**config.mk**
```make
export PLATFORM = sky130hd
export DESIGN_NAME = dmem_init_loader
export DESIGN_NICKNAME = d
export VERILOG_FILES = /design/src/rtl/dmem_init_loader.sv
export SDC_FILE = /design/constraint.sdc
export NUM_CORES = 1
export LEC_CHECK = 0
export ABC_CLOCK_PERIOD_IN_PS = 2000
export CORE_ASPECT_RATIO = 0.9
export CORE_MARGIN = 4
export CORE_UTILIZATION = 48
export CTS_CLUSTER_DIAMETER = 40
export DETAILED_ROUTE_END_ITERATION = 8
export PLACE_DENSITY = 0.83
export SYNTH_ARGS = -nofsm -noshare
export SYNTH_HDL_FRONTEND = slang
export SYNTH_SLANG_ARGS = --single-unit
```
**constraint.sdc**
```tcl
create_clock -name i_clk -period 2 [get_ports i_clk]
set_clock_uncertainty 0.1 [all_clocks]
set_input_delay 0.4 -clock i_clk [delete_from_list [all_inputs] [get_ports i_clk]]
set_output_delay 0.4 -clock i_clk [all_outputs]
set_load 0.03 [all_outputs]
```
**src/rtl/dmem_init_loader.sv**
```systemverilog
// Streams a length-prefixed little-endian word image from a byte source into the data-memory init port.
// Optional checksum trailer after the data words: define DMEM_INIT_LOADER_CSUM_EN.
module dmem_init_loader #(
  parameter int unsigned           ADDR_WIDTH = 32,
  parameter logic [ADDR_WIDTH-1:0] BASE_ADDR  = '0,
  parameter int unsigned           MAX_WORDS  = 65536
) (
  input  logic                  i_clk,
  input  logic                  i_rst,
  input  logic                  i_rx_valid,
  input  logic [7:0]            i_rx_data,
  input  logic                  i_stall,
  output logic [3:0]            o_init_wen,
  output logic [ADDR_WIDTH-1:0] o_init_addr,
  output logic [31:0]           o_init_data,
  output logic                  o_init_done,
  output logic                  o_error,
  output logic [16:0]           o_words
);

  localparam int unsigned CNT_W  = 17;
  localparam int unsigned WORD_W = 32;

  typedef enum logic [2:0] {
    S_LEN,
    S_DATA,
`ifdef DMEM_INIT_LOADER_CSUM_EN
    S_CSUM,
`endif
    S_DONE,
    S_ERR
  } state_t;

  state_t                state, state_n;
  logic [1:0]            idx, idx_n;
  logic [23:0]           acc, acc_n;
  logic [CNT_W-1:0]      len, len_n;
  logic [CNT_W-1:0]      rcv, rcv_n;
  logic [CNT_W-1:0]      words, words_n;
  logic                  pend, pend_n;
  logic [WORD_W-1:0]     pdata, pdata_n;
  logic [ADDR_WIDTH-1:0] addr, addr_n;
  logic                  byte_in;
  logic                  word_done;
  logic                  accept;
  logic [WORD_W-1:0]     full_word;
`ifdef DMEM_INIT_LOADER_CSUM_EN
  logic [WORD_W-1:0]     sum, sum_n;
  logic                  csum_ok, csum_ok_n;
`endif

  // State and datapath registers
  always_ff @(posedge i_clk) begin
    if (i_rst) begin
      state   <= S_LEN;
      idx     <= '0;
      acc     <= '0;
      len     <= '0;
      rcv     <= '0;
      words   <= '0;
      pend    <= 1'b0;
      pdata   <= '0;
      addr    <= BASE_ADDR;
`ifdef DMEM_INIT_LOADER_CSUM_EN
      sum     <= '0;
      csum_ok <= 1'b0;
`endif
    end else begin
      state   <= state_n;
      idx     <= idx_n;
      acc     <= acc_n;
      len     <= len_n;
      rcv     <= rcv_n;
      words   <= words_n;
      pend    <= pend_n;
      pdata   <= pdata_n;
      addr    <= addr_n;
`ifdef DMEM_INIT_LOADER_CSUM_EN
      sum     <= sum_n;
      csum_ok <= csum_ok_n;
`endif
    end
  end

  // Next-state, byte assembly and write handshake
  always_comb begin
    state_n   = state;
    idx_n     = idx;
    acc_n     = acc;
    len_n     = len;
    rcv_n     = rcv;
    words_n   = words;
    pend_n    = pend;
    pdata_n   = pdata;
    addr_n    = addr;
`ifdef DMEM_INIT_LOADER_CSUM_EN
    sum_n     = sum;
    csum_ok_n = csum_ok;
`endif

    byte_in = 1'b0;
    if (i_rx_valid) begin
      case (state)
        S_LEN:   byte_in = 1'b1;
        S_DATA:  byte_in = (rcv != len);
`ifdef DMEM_INIT_LOADER_CSUM_EN
        S_CSUM:  byte_in = !csum_ok;
`endif
        default: byte_in = 1'b0;
      endcase
    end

    full_word = {i_rx_data, acc};
    word_done = byte_in && (idx == 2'd3);
    accept    = pend && !i_stall;

    if (byte_in) begin
      case (idx)
        2'd0:    acc_n[7:0]   = i_rx_data;
        2'd1:    acc_n[15:8]  = i_rx_data;
        2'd2:    acc_n[23:16] = i_rx_data;
        default: acc_n        = acc;
      endcase
      idx_n = idx + 2'd1;
    end

    if (accept) begin
      addr_n  = addr + ADDR_WIDTH'(4);
      words_n = words + CNT_W'(1);
      pend_n  = 1'b0;
    end

    case (state)
      S_LEN: begin
        if (word_done) begin
          if (full_word == '0) begin
`ifdef DMEM_INIT_LOADER_CSUM_EN
            state_n = S_CSUM;
`else
            state_n = S_DONE;
`endif
          end else if (full_word > 32'(MAX_WORDS)) begin
            state_n = S_ERR;
          end else begin
            len_n   = CNT_W'(full_word);
            state_n = S_DATA;
          end
        end
      end

      S_DATA: begin
        if (word_done) begin
          // A finished word with the previous write still blocked has nowhere to go
          if (pend && i_stall) begin
            state_n = S_ERR;
            pend_n  = 1'b0;
          end else begin
            pend_n  = 1'b1;
            pdata_n = full_word;
            rcv_n   = rcv + CNT_W'(1);
`ifdef DMEM_INIT_LOADER_CSUM_EN
            sum_n   = sum + full_word;
            if (rcv_n == len) state_n = S_CSUM;
`endif
          end
        end
`ifndef DMEM_INIT_LOADER_CSUM_EN
        else if (rcv == len && !pend_n) begin
          state_n = S_DONE;
        end
`endif
      end

`ifdef DMEM_INIT_LOADER_CSUM_EN
      S_CSUM: begin
        if (word_done) begin
          if (full_word != sum) begin
            state_n = S_ERR;
            pend_n  = 1'b0;
          end else begin
            csum_ok_n = 1'b1;
          end
        end
        // Done only once the trailer matched and the last write has drained
        if (state_n == S_CSUM && csum_ok_n && !pend_n) state_n = S_DONE;
      end
`endif

      S_ERR:   pend_n = 1'b0;
      default: state_n = state;
    endcase
  end

  assign o_init_wen  = pend ? 4'hf : 4'h0;
  assign o_init_addr = addr;
  assign o_init_data = pdata;
  assign o_init_done = (state == S_DONE);
  assign o_error     = (state == S_ERR);
  assign o_words     = words;

endmodule

```
==> metrics.md, run 1 <==
| Metric | Value |
|---|---|
| Status | `complete, but fails checks` |
| Number of global-route vias before repair | `5700` |
| Share of layout cells above drive strength 1 | `0.2381` |
| Area Overhead vs Synth | `42.58%` |
| Violated checks | `setup timing` |
| Final TNS setup | `-1.776 ns` |
| Critical Path Start Type | `register` |
| H-tree levels | `4` |
| Worst Path Class, Setup | `register to register` |
| Ys Warns | `0` |
| WP data required | `2.17 ns` |
| Mapped cell area | `0.006123 sq mm` |
| Final worst setup slack | `-0.1186 ns` |
| Fmax | `472.0 MHz` |
| Clock Tree Root | `clkbuf_16` |
| Crit-path max FO | `8` |
| Avg Cell Area, Syn | `8.887 sq um` |
| Routability Congestion | `0.8886` |
| Max Root-Sink Buffers | `2` |
| FILL cells | `824` |
| Post-layout min period | `2.119 ns` |
| Cells after synthesis | `689` |
| Starting density of the core | `0.4992` |
| Multi-input gate area | `0.003319 sq mm` |
| CTS Hold Bufs | `0` |
| Setup crit end kind | `register` |
| Crit path cell chain | `nor4_2, nand4_1, xor2_1, nand3_2, clkbuf_16, mux2i_1, nor2_1` |
| Port bufs | `96` |
| Critical-path top delay cell | `dfxtp_2` |
| Antenna Cells | `0` |
| IO Count | `99` |
| TritonCTS clock tree | `built` |
| Number of cell rows | `38` |
| Die Ht | `115.2 um` |
| First-pass GRT wire length | `27280 um` |
| Tightest Hold Check Type | `register to register` |
| Vias | `5759` |
| Total GRT Usage | `0.2298` |
| Pre-antenna DRT Iters | `5` |
| Worst skew pair latency | `0.42 ns` |
| Nets | `867` |
| RSZ-0062 raised after global routing | `true` |
| Placement-stage cell area | `0.007694 sq mm` |
| Slew @ Worst Pin | `0.7284 ns` |
| DP HPWL | `11360 um` |
| Finish-stage setup viols | `31` |
| Post-synthesis sequential area ratio | `0.4642` |
| Design area | `0.008731 sq mm` |
| Yosys reg bits | `142` |
| Final hold slack | `0.3533 ns` |
| WL final | `18490 um` |
| Top delay family on crit path | `simple AND/OR/NAND/NOR gates` |
| Core ar. | `0.01227 sq mm` |
| P_leak | `3.809 nW` |
| Final Hold Vio Count | `0` |
| Via/cell ratio | `5.641` |
| # DRC | `0` |
| Register Area | `0.002889 sq mm` |
| Worst Path Buf+Inv | `1` |
| Post-route ant nets | `0` |
| WL/cell | `18.11 um` |
| Pin count of the biggest net entering global routing | `77` |
| Initial antenna violation count | `0` |
| Die X | `127.1 um` |
| Num CTS Buffers | `17` |
| Pwr dens | `742.0 mW/mm^2` |
| CTS sink cnt | `142` |
| 1st-iter DRT viols | `424` |
| Period utilization | `1.059` |
| Synth unique cells | `46` |
| Rel. slew slack | `0.5144` |
| Final slew viol count | `0` |
| Total gr overflow | `0` |
| Die ar. | `0.01463 sq mm` |
| Slowest stage delay, CP | `0.35 ns` |
| Max-cap violation count | `0` |
| Arr. time, crit path | `2.29 ns` |
| IR drop worst, VDD | `785.7 uV` |
| Clock-pin slew on the worst setup and hold paths | `0.06 ns` |
metal layers:
metal / routed length, um / vias up / GRT usage
met5: 0 / - / 0
met1: 7582 / 2779 / 0.2781
met4: 568 / 0 / 0.09221
met3: 994 / 53 / 0.05248
met2: 9344 / 255 / 0.3981
li1: - / 2672 / -
final cells by class:
type,count,area share
Multi-Input combinational cell,501,0.3802
Sequential cell,142,0.3309
Timing Repair Buffer,182,0.1965
Clock buffer,20,0.05231
Tap cell,160,0.02293
Clock inverter,12,0.01548
Inverter,4,0.001720
Yosys cell counts, drive strengths merged:
cell type / n / area share
buf: 23 / 0.027
inv: 4 / 0.0025
nor2: 90 / 0.055
or3: 5 / 0.0051
a21boi: 1 / 0.0012
and3: 9 / 0.0092
nor4: 12 / 0.015
nor3: 4 / 0.0041
a21o: 1 / 0.0012
xor2: 40 / 0.058
nor2b: 10 / 0.010
nand4: 20 / 0.020
xnor2: 23 / 0.033
o31ai: 5 / 0.0061
and2: 3 / 0.0031
a31o: 2 / 0.0029
a31oi: 2 / 0.0020
conb: 1 / 0.00061
nor3b: 2 / 0.0025
dfxtp: 142 / 0.46
nand3b: 14 / 0.017
a211o: 1 / 0.0014
a21oi: 47 / 0.040
nand3: 28 / 0.025
or4: 6 / 0.0074
o21ai: 19 / 0.016
nand2: 90 / 0.055
and3b: 1 / 0.0016
a211oi: 1 / 0.0012
a2111oi: 1 / 0.0014
and4: 8 / 0.011
mux2i: 30 / 0.049
nand2b: 9 / 0.0092
clkbuf: 20 / 0.012
ha: 7 / 0.014
o211ai: 2 / 0.0041
or2: 1 / 0.0010
mux2: 5 / 0.0092
logic make-up after synthesis:
kind of cell | after synthesis | synth area share
multiplexers | 35 | 0.05823
flip-flops | 142 | 0.4642
adder cells (fa/ha/maj) | 7 | 0.01430
AO/OA/AOI/OAI | 82 | 0.07683
buffers and inverters | 47 | 0.04148
AND/OR/NAND/NOR | 312 | 0.2530
XOR/XNOR | 63 | 0.09134
other | 1 | 0.0006124
cell usage in the layout (no fill, tap or decap), types with 7 or more instances in the layout:
| master | synthesis | routed |
|---|---|---|
| nor2b_1 | 10 | 9 |
| dlymetal6s2s_1 | 0 | 13 |
| o21ai_0 | 19 | 13 |
| xnor2_2 | 0 | 7 |
| clkdlybuf4s50_1 | 0 | 38 |
| clkbuf_16 | 0 | 19 |
| mux2i_1 | 30 | 29 |
| xnor2_1 | 23 | 16 |
| dfxtp_1 | 142 | 117 |
| nor2_1 | 90 | 90 |
| buf_12 | 0 | 7 |
| dfxtp_2 | 0 | 19 |
| ha_1 | 7 | 7 |
| buf_4 | 7 | 73 |
| dlygate4sd2_1 | 0 | 42 |
| nand4_1 | 20 | 20 |
| a21oi_1 | 45 | 38 |
| xor2_1 | 39 | 37 |
| and3_1 | 9 | 7 |
| nand3b_1 | 14 | 14 |
| a21oi_2 | 2 | 7 |
| nand3_1 | 27 | 24 |
| nand2_1 | 90 | 86 |
| nand2b_1 | 9 | 9 |
flip-flops by register name, summed over array words and instances (netlist names):
name and count:
o_init_data 32, o_words 17, rcv 17, len 17, acc 24, o_init_addr 30
state 2, idx 2, pend 1
final timing paths:
path	startpoint	slack, ns	end	cells past startpoint
max	acc[9]	-0.12	len[9]	7
min	o_init_data[17]	0.35	o_init_data[17]	2
max reg2reg	acc[9]	-0.12	len[9]	7
min reg2reg	o_init_data[17]	0.35	o_init_data[17]	2
report_power, final:
group | switching, mW | leakage (nW) | internal (mW) | total, mW
combinational | 0.217 | 2.36 | 0.197 | 0.414
clock | 1.25 | 0.291 | 1.91 | 3.16
sequential | 0.0465 | 1.16 | 2.86 | 2.91
total | 1.51 | 3.81 | 4.97 | 6.48
stage by stage:
step | std cells | util | setup WS (ns) | power (mW)
floorplan | 690 | - | 0.006338 | 3.124
global placement | 978 | 0.6272 | -0.3998 | 3.288
detailed placement | 978 | 0.6272 | -0.4802 | 3.304
CTS | 1012 | 0.6786 | -0.03949 | 6.437
global route | 1021 | 0.7118 | -0.2214 | 6.660
finish | 1021 | 0.7118 | -0.1186 | 6.478
worst min-delay path, stage by stage (launching register included):
cell and delay, ns:
dfxtp_1 0.31, nand2_1 0.05, a21oi_1 0.05
what timing repair did:
item,4_1_cts,5_1_grt
cloned,0,2
setup endpoints to repair,101,98
pin swaps,6,35
setup buffers,2,9
resized for setup,69,93
(Power assumes the default switching activity.)
==> inputs of run 2 (changes only) <==
--- a/config.mk
+++ b/config.mk
@@ -15,3 +15,4 @@
 export SYNTH_ARGS = -nofsm -noshare
 export SYNTH_HDL_FRONTEND = slang
 export SYNTH_SLANG_ARGS = --single-unit
+export TNS_END_PERCENT = 1
==> metrics.md, run 2 (same netlist as run 1, synthesis figures left out) <==
| Metric | Value |
|---|---|
| Slowest stage delay, CP | `0.40 ns (was 0.35 ns)` |
| Violated checks | `setup timing (unchanged)` |
| Via/cell ratio | `5.515 (was 5.641)` |
| Final TNS setup | `-0.1032 ns (was -1.776 ns)` |
| Starting density of the core | `0.4992 (unchanged)` |
| Num CTS Buffers | `17 (unchanged)` |
| Antenna Cells | `0 (unchanged)` |
| Most common cell after layout, fill and taps aside | `dfxtp_1 (unchanged)` |
| Number of cell rows | `38 (unchanged)` |
| Max reg flops | `32 (unchanged)` |
| Max Root-Sink Buffers | `2 (unchanged)` |
| Rel. slew slack | `0.5096 (was 0.5144)` |
| Final worst setup slack | `-0.03494 ns (was -0.1186 ns)` |
| Critical Path Start Type | `register (unchanged)` |
| IR drop worst, VDD | `783.0 uV (was 785.7 uV)` |
| Vias | `5587 (was 5759)` |
| Worst Path Class, Setup | `register to register (unchanged)` |
| Top delay family on crit path | `simple AND/OR/NAND/NOR gates (unchanged)` |
| Die X | `127.1 um (unchanged)` |
| Worst Path Buf+Inv | `0 (was 1)` |
| Critical-path top delay cell | `dfxtp_1 (was dfxtp_2)` |
| Number of global-route vias before repair | `5627 (was 5700)` |
| Initial antenna violation count | `0 (unchanged)` |
| Final hold slack | `0.3537 ns (was 0.3533 ns)` |
| Period utilization | `1.017 (was 1.059)` |
| Post-route ant nets | `0 (unchanged)` |
| Finish-stage setup viols | `5 (was 31)` |
| Final slew viol count | `0 (unchanged)` |
| Port bufs | `96 (unchanged)` |
| WL/cell | `16.60 um (was 18.11 um)` |
| Clock Tree Root | `clkbuf_16 (unchanged)` |
| Setup crit end kind | `register (unchanged)` |
| FILL cells | `875 (was 824)` |
| Crit-path max FO | `11 (was 8)` |
| Clock-pin slew on the worst setup and hold paths | `0.06 ns (about the same)` |
| Routability Congestion | `0.8886 (unchanged)` |
| Commonest cells after routing, fill and taps aside | `dfxtp_1, nor2_1, nand2_1, buf_4 (was dfxtp_1, nor2_1, nand2_1, buf_4, dlygate4sd2_1)` |
| IO Count | `99 (unchanged)` |
| Pwr Total | `6.450 mW (was 6.478 mW)` |
| 1st-iter DRT viols | `420 (was 424)` |
| Pre-antenna DRT Iters | `5 (unchanged)` |
| Arr. time, crit path | `2.24 ns (was 2.29 ns)` |
| Die Ht | `115.2 um (unchanged)` |
| WP data required | `2.20 ns (was 2.17 ns)` |
| Final Hold Vio Count | `0 (unchanged)` |
| Pwr dens | `757.2 mW/mm^2 (was 742.0 mW/mm^2)` |
| H-tree levels | `4 (unchanged)` |
| Total gr overflow | `0 (unchanged)` |
| Crit path cell chain | `xor2_1, nor4_4, and3_4, a21o_4, nor4_1, mux2_2 (was nor4_2, nand4_1, xor2_1, nand3_2, clkbuf_16, mux2i_1, nor2_1)` |
| # DRC | `0 (unchanged)` |
| WL final | `16820 um (was 18490 um)` |
| RSZ-0062 raised after global routing | `true (unchanged)` |
| P_leak | `3.730 nW (was 3.809 nW)` |
| Worst skew pair latency | `0.42 ns (about the same)` |
| Placement-stage cell area | `0.007694 sq mm (unchanged)` |
| Tightest Hold Check Type | `register to register (unchanged)` |
| Pin count of the biggest net entering global routing | `77 (unchanged)` |
| Status | `complete, but fails checks (unchanged)` |
| Total GRT Usage | `0.2251 (was 0.2298)` |
| Design area | `0.008518 sq mm (was 0.008731 sq mm)` |
| Die ar. | `0.01463 sq mm (unchanged)` |
| CTS sink cnt | `142 (unchanged)` |
| Post-layout min period | `2.035 ns (was 2.119 ns)` |
| Max-cap violation count | `0 (unchanged)` |
| Area Overhead vs Synth | `39.11% (was 42.58%)` |
| DP HPWL | `11360 um (unchanged)` |
| Nets | `859 (was 867)` |
| Core ar. | `0.01227 sq mm (unchanged)` |
| First-pass GRT wire length | `26890 um (was 27280 um)` |
| Fmax | `491.4 MHz (was 472.0 MHz)` |
| TritonCTS clock tree | `built (unchanged)` |
| Fin util | `0.6944 (was 0.7118)` |
| Share of layout cells above drive strength 1 | `0.1993 (was 0.2381)` |
| Slew @ Worst Pin | `0.7356 ns (was 0.7284 ns)` |
run 2: cell count changes in the layout (fill, tap and decap cells not counted), moves of 3 or more:
cell,change
dfxtp_1,+13
buf_4,-5
dfxtp_4,-4
a21oi_2,-3
dfxtp_2,-9
a21oi_1,+4
run 2: worst min-delay path, stage by stage (launching register included):
cell and delay [ns]:
dfxtp_1 0.31, nand2_1 0.05, a21oi_1 0.05
run 2: layer usage:
metal	vias up	global-route usage	wire length, um
met5	-	0	0
met4	0	0.08363	376
met3	40	0.04784	778
met2	194	0.3917	8462
met1	2702	0.2760	7199
li1	2651	-	-
run 2: timing repair:
| action | CTS | global route |
|---|---|---|
| pin swaps | 2 | 20 |
| setup endpoints to repair | 101 | 99 |
| gates resized for setup | 58 | 64 |
| buffers inserted | 0 | 3 |
| hold buffers | 0 | 0 |
run 2: report_power, final:
| group | switching (mW) | internal [mW] | leakage, nW |
|---|---|---|---|
| combinational | 0.203 | 0.193 | 2.29 |
| sequential | 0.0420 | 2.86 | 1.15 |
| clock | 1.24 | 1.91 | 0.291 |
run 2: area by class of cell:
type | instances | area (sq um) | area share
multi-input combinational | 501 | 3226 | 0.3787
sequential | 142 | 2863 | 0.3361
timing repair buffer | 174 | 1623 | 0.1905
clock buffer | 20 | 456.7 | 0.05361
tap | 160 | 200.2 | 0.02350
clock inverter | 12 | 135.1 | 0.01586
inverter | 4 | 15.01 | 0.001763
run 2: through the flow:
stage               cells  setup slack, ns
CTS                  1010         -0.04987
finish               1013         -0.03494
floorplan             690         0.006338
global route         1013          -0.1130
detailed placement    978          -0.4802
global placement      978          -0.3998
run 2: final timing paths:
path | start | end | slack, ns | cells after the start
max reg2reg | rcv[1] | rcv[8] | -0.03 | 6
max | rcv[1] | rcv[8] | -0.03 | 6
min | o_init_data[17] | o_init_data[17] | 0.35 | 2
min reg2reg | o_init_data[17] | o_init_data[17] | 0.35 | 2
